**config.mk**
```make
export PLATFORM = sky130hd
export DESIGN_NAME = sipo_rx
export DESIGN_NICKNAME = d
export VERILOG_FILES = /design/src/rtl/sipo_rx_pkg.sv /design/src/rtl/sipo_rx_shift.sv /design/src/rtl/sipo_rx.sv
export SDC_FILE = /design/constraint.sdc
export NUM_CORES = 1
export LEC_CHECK = 0
export BUFFER_PORTS_ARGS = -buffer_cell sky130_fd_sc_hd__buf_2
export CORE_AREA = 2 2 39 41
export DETAILED_ROUTE_END_ITERATION = 8
export DIE_AREA = 0 0 41 43
export PLACE_DENSITY_LB_ADDON = 0.2
export SYNTH_ARGS = -nofsm -noshare
export SYNTH_HDL_FRONTEND = slang
export SYNTH_HIERARCHICAL = 1
export SYNTH_SLANG_ARGS = --single-unit
```
**constraint.sdc**
```tcl
create_clock -name clk -period 3.9 [get_ports clk]
set_clock_uncertainty 0.15 [all_clocks]
set_input_delay 0.195 -clock clk [delete_from_list [all_inputs] [get_ports clk]]
set_output_delay 0.195 -clock clk [all_outputs]
set_load 0.02 [all_outputs]
```
**src/rtl/sipo_rx_pkg.sv**
```systemverilog
// Shared types and helpers for the serial-in/parallel-out receiver.
package sipo_pkg;

    typedef enum logic {
        IDLE  = 1'b0,
        SHIFT = 1'b1
    } state_e;

    localparam int DEFAULT_WIDTH = 4;

    // Bit-counter width: holds 0..WIDTH-1.
    function automatic int count_width(input int width);
        return (width < 2) ? 1 : $clog2(width);
    endfunction

endpackage

```
**src/rtl/sipo_rx_shift.sv**
```systemverilog
// Shift register and bit counter for sipo_rx; the FSM supplies capture/restart controls.
module sipo_rx_shift
    import sipo_pkg::*;
#(
    parameter int WIDTH     = DEFAULT_WIDTH,
    parameter bit MSB_FIRST = 1'b1
) (
    input  logic             clk,
    input  logic             reset,
    input  logic             capture,
    input  logic             restart,
    input  logic             bit_in,
    output logic [WIDTH-1:0] word_next,
    output logic             last
);

    localparam int CW = count_width(WIDTH);

    logic [WIDTH-1:0] shift_q, shift_d, shift_next;
    logic [CW-1:0]    count_q, count_d;

    always_comb begin
        shift_next = shift_q;
        if (MSB_FIRST) begin
            shift_next = {shift_q[WIDTH-2:0], bit_in};
        end else begin
            shift_next = {bit_in, shift_q[WIDTH-1:1]};
        end

        last      = (count_q == CW'(WIDTH - 1));
        word_next = shift_next;
        shift_d   = capture ? shift_next : shift_q;

        // A restart bit is the first bit of a fresh word, so it outranks completion.
        count_d = count_q;
        if (restart) begin
            count_d = CW'(1);
        end else if (capture) begin
            count_d = last ? '0 : count_q + CW'(1);
        end
    end

    always_ff @(posedge clk or negedge reset) begin
        if (!reset) begin
            shift_q <= '0;
            count_q <= '0;
        end else begin
            shift_q <= shift_d;
            count_q <= count_d;
        end
    end

endmodule

```
**src/rtl/sipo_rx.sv**
```systemverilog
// Serial-in/parallel-out receiver: framing FSM, single-entry output buffer and event pulses.
module sipo_rx
    import sipo_pkg::*;
#(
    parameter int WIDTH     = DEFAULT_WIDTH,
    parameter bit MSB_FIRST = 1'b1
) (
    input  logic             clk,
    input  logic             reset,
    input  logic             s_valid,
    input  logic             s_data,
    input  logic             s_frame,
    output logic [WIDTH-1:0] out_data,
    output logic             out_valid,
    input  logic             out_ready,
    output logic             busy,
    output logic             overrun,
    output logic             frame_err
);

    state_e           state_q, state_d;
    logic [WIDTH-1:0] out_data_q, out_data_d;
    logic             out_valid_q, out_valid_d;
    logic             overrun_q, overrun_d;
    logic             frame_err_q, frame_err_d;

    logic             capture, restart, last, complete;
    logic [WIDTH-1:0] word_next;

    sipo_rx_shift #(
        .WIDTH     (WIDTH),
        .MSB_FIRST (MSB_FIRST)
    ) u_shift (
        .clk       (clk),
        .reset     (reset),
        .capture   (capture),
        .restart   (restart),
        .bit_in    (s_data),
        .word_next (word_next),
        .last      (last)
    );

    always_comb begin
        state_d     = state_q;
        out_data_d  = out_data_q;
        out_valid_d = out_valid_q && !out_ready;
        overrun_d   = 1'b0;
        frame_err_d = 1'b0;

        restart  = s_valid && s_frame;
        capture  = s_valid && (s_frame || (state_q == SHIFT));
        complete = (state_q == SHIFT) && s_valid && !s_frame && last;

        case (state_q)
            IDLE: begin
                if (restart) begin
                    state_d = SHIFT;
                end
            end
            SHIFT: begin
                if (restart) begin
                    frame_err_d = 1'b1;
                end else if (complete) begin
                    state_d = IDLE;
                end
            end
            default: state_d = IDLE;
        endcase

        // A word being consumed this cycle frees the buffer for the new one.
        if (complete) begin
            if (!out_valid_q || out_ready) begin
                out_data_d  = word_next;
                out_valid_d = 1'b1;
            end else begin
                overrun_d = 1'b1;
            end
        end
    end

    always_ff @(posedge clk or negedge reset) begin
        if (!reset) begin
            state_q     <= IDLE;
            out_data_q  <= '0;
            out_valid_q <= 1'b0;
            overrun_q   <= 1'b0;
            frame_err_q <= 1'b0;
        end else begin
            state_q     <= state_d;
            out_data_q  <= out_data_d;
            out_valid_q <= out_valid_d;
            overrun_q   <= overrun_d;
            frame_err_q <= frame_err_d;
        end
    end

    assign out_data  = out_data_q;
    assign out_valid = out_valid_q;
    assign busy      = (state_q == SHIFT);
    assign overrun   = overrun_q;
    assign frame_err = frame_err_q;

endmodule

```
==> metrics.yaml <==
outcome: "completed"
vias: 340
routabilityCongestion: 0.698
fin_crit_ns: 1.56
setup_tns_ns: 0
final_hold_viol_count: 0
ys.flop_type: "dfrtp_1"
synth_edf_count: 0
fmax_mhz: 642
cts_tree: "done"
synthTopCellsByCount: "13 x dfrtp_1, 4 x mux2_2, 3 x nor2_1"
ir_worst_vdd_uv: 283
end_kind: "flip-flop"
antenna_found_initial: 0
whs_path_depth: 2
ioPinCount: 14
nNetsFinal: 63
drt-initial-drc-count: 1
synthTopCellsByArea: "dfrtp_1 58%, mux2_2 8.1%, nand4b_4 4.3%"
rows: 14
h-tree-depth: 1
overflow: 0
wl_per_cell_um: 11.8
post-synth-top-area-cell: "dfrtp_1"
root_buffer: "clkbuf_4"
routed_wl_um: 837
r2r.worst_path.cells: 4
yosysSeqAreaShare_pct: 58.2
antenna_cells: 0
via_per_inst: 4.79
maxCapViolCount: 0
instances_no_fill: 71
seq_area_sq_um: 325
timing.final.ws_setup_ns: 2.34
multi_input_area_sq_um: 215
antenna_left: 0
coreArea_sq_um: 1380
drive_above_1_share_pct: 47.3
grtUsageTotal_pct: 12.4
die_height_um: 43
clk_latency_ns: 0.27
grt_pass1_wl_mm: 1.41
dp_cells: 65
cts_buffer_depth: 2
drv_slew: 0
yosysWarnings: 6
min_path_type: "in2reg"
place_ws_ns: 2.35
total_leakage_power_nw: 0.344
syn_to_final_growth_pct: 20.1
crit_required_ns: 3.91
slew_headroom_pct: 79.9
netlist_instances: 38
tightest_slew_ns: 0.302
grt_max_degree: 14
start_util_pct: 40.4
period_share_pct: 39.9
power_density_nw_per_um2: 660
synth_top_area_share_pct: 58.2
synth_seq_cells: 13
ctsResizeCount: 0
cp_data_arrival_time_ns: 1.56
first_global_vias: 366
postCtsHoldBufs: 2
synth.net_count: 45
setup_viol: 0
drc: 0
async_flop_share_pct: 100
cp-start-kind: "flip-flop"
drt_first_pass_iters: 2
dp_hpwl_um: 649
die_w_um: 41
cts_setup_buffers: 0
synth_cell_type_count: 19
yosysMostFrequentCell: "dfrtp_1"
dieArea_sq_um: 1760
clock_sinks: 13
rsz0062_at_grt: "false"
fillers: 126
crit_path_max_fanout: 4
synth.cell_area_sq_um: 559
cts_made_buffers: 3
portBuffers: 13
syn_avg_cell_area_sq_um: 14.7
critPathKind: "reg2reg"
clk_pin_slew_worst_paths_ns: 0.07
## placed cells by master, fill, tap and decap left out
| cell | instances |
|---|---|
| dlygate4sd3_1 | 2 |
| buf_2 | 13 |
| dfrtp_1 | 13 |
| mux2i_1 | 1 |
| and2_2 | 1 |
| clkbuf_4 | 3 |
| nand2b_1 | 1 |
| nand4b_4 | 1 |
| mux2_4 | 1 |
| and3_2 | 1 |
| a211o_1 | 1 |
| ha_1 | 1 |
| mux2_2 | 4 |
| nand2_1 | 2 |
| nor2b_4 | 1 |
| a21o_1 | 1 |
| nor2b_2 | 1 |
| o21a_1 | 1 |
| mux2_1 | 2 |
| clkbuf_1 | 1 |
| nor2_1 | 3 |
## layout make-up
class | instances | area share (%)
multi-input combinational | 23 | 32.0
clock buffer | 4 | 3.91
tap | 16 | 2.98
sequential | 13 | 48.4
timing repair buffer | 15 | 12.7
## power breakdown
group	switching, mW	internal (mW)	leakage [nW]
combinational	0.0801	0.0727	0.171
clock	0.0400	0.0396	0.0150
sequential	0.0294	0.182	0.159
## sequential cells by signal, summed over array words and instances (netlist names)
| name | flops |
|---|---|
| busy | 1 |
| frame_err | 1 |
| out_data | 4 |
| out_valid | 1 |
| overrun | 1 |
| u_shift/count_q | 2 |
| u_shift/shift_q | 3 |
## critical path, cell delays in order (launching register included)
cell and delay (ns):
dfrtp_1 0.37, ha_1 0.25, nand4b_4 0.14, nor2b_4 0.17
mux2_2 0.35
## cell families (layout without fill, tap and decap cells)
| group | after synthesis | count (layout) | synth area share (%) |
|---|---|---|---|
| buffers and inverters | 2 | 19 | 3.36 |
| adder cells (fa/ha/maj) | 1 | 1 | 2.24 |
| multiplexers | 8 | 8 | 16.6 |
| AO/OA/AOI/OAI | 3 | 3 | 4.25 |
| AND/OR/NAND/NOR | 11 | 11 | 15.4 |
| flip-flops | 13 | 13 | 58.2 |
## routing by layer
metal / up-vias / share of wire (%) / global-route usage [%]
li1: 165 / - / -
met4: 0 / 0 / 10.0
met1: 167 / 42 / 13.4
met2: 8 / 52 / 19.1
met5: - / 0 / 0
met3: 0 / 5.9 / 3.14
## per-stage QoR
step           area, sq um  power [mW]  utilization (%)  hold WS [ns]
6_report               672       0.443             48.6        0.0672
5_1_grt                672       0.475             48.6        0.0773
4_1_cts                672       0.451             48.6        0.0605
3_5_place_dp           626       0.367             45.2       -0.0613
3_3_place_gp           626       0.360             45.2       -0.0689
2_1_floorplan          559       0.321                -        -0.251
## worst paths after layout
| check | slack (ns) | endpoint | from |
|---|---|---|---|
| setup / recovery | 2.34 | out_data[0] | u_shift/count_q[0] |
| hold / removal | 0.07 | frame_err | s_frame |
| setup reg to reg | 2.34 | out_data[0] | u_shift/count_q[0] |
| hold reg to reg | 0.36 | out_data[3] | out_data[3] |
| max in group asynchronous | 3.20 | out_data[1] | reset |
| min in group asynchronous | 0.18 | u_shift/shift_q[2] | reset |
No activity file was read; power rests on OpenSTA's default activity.
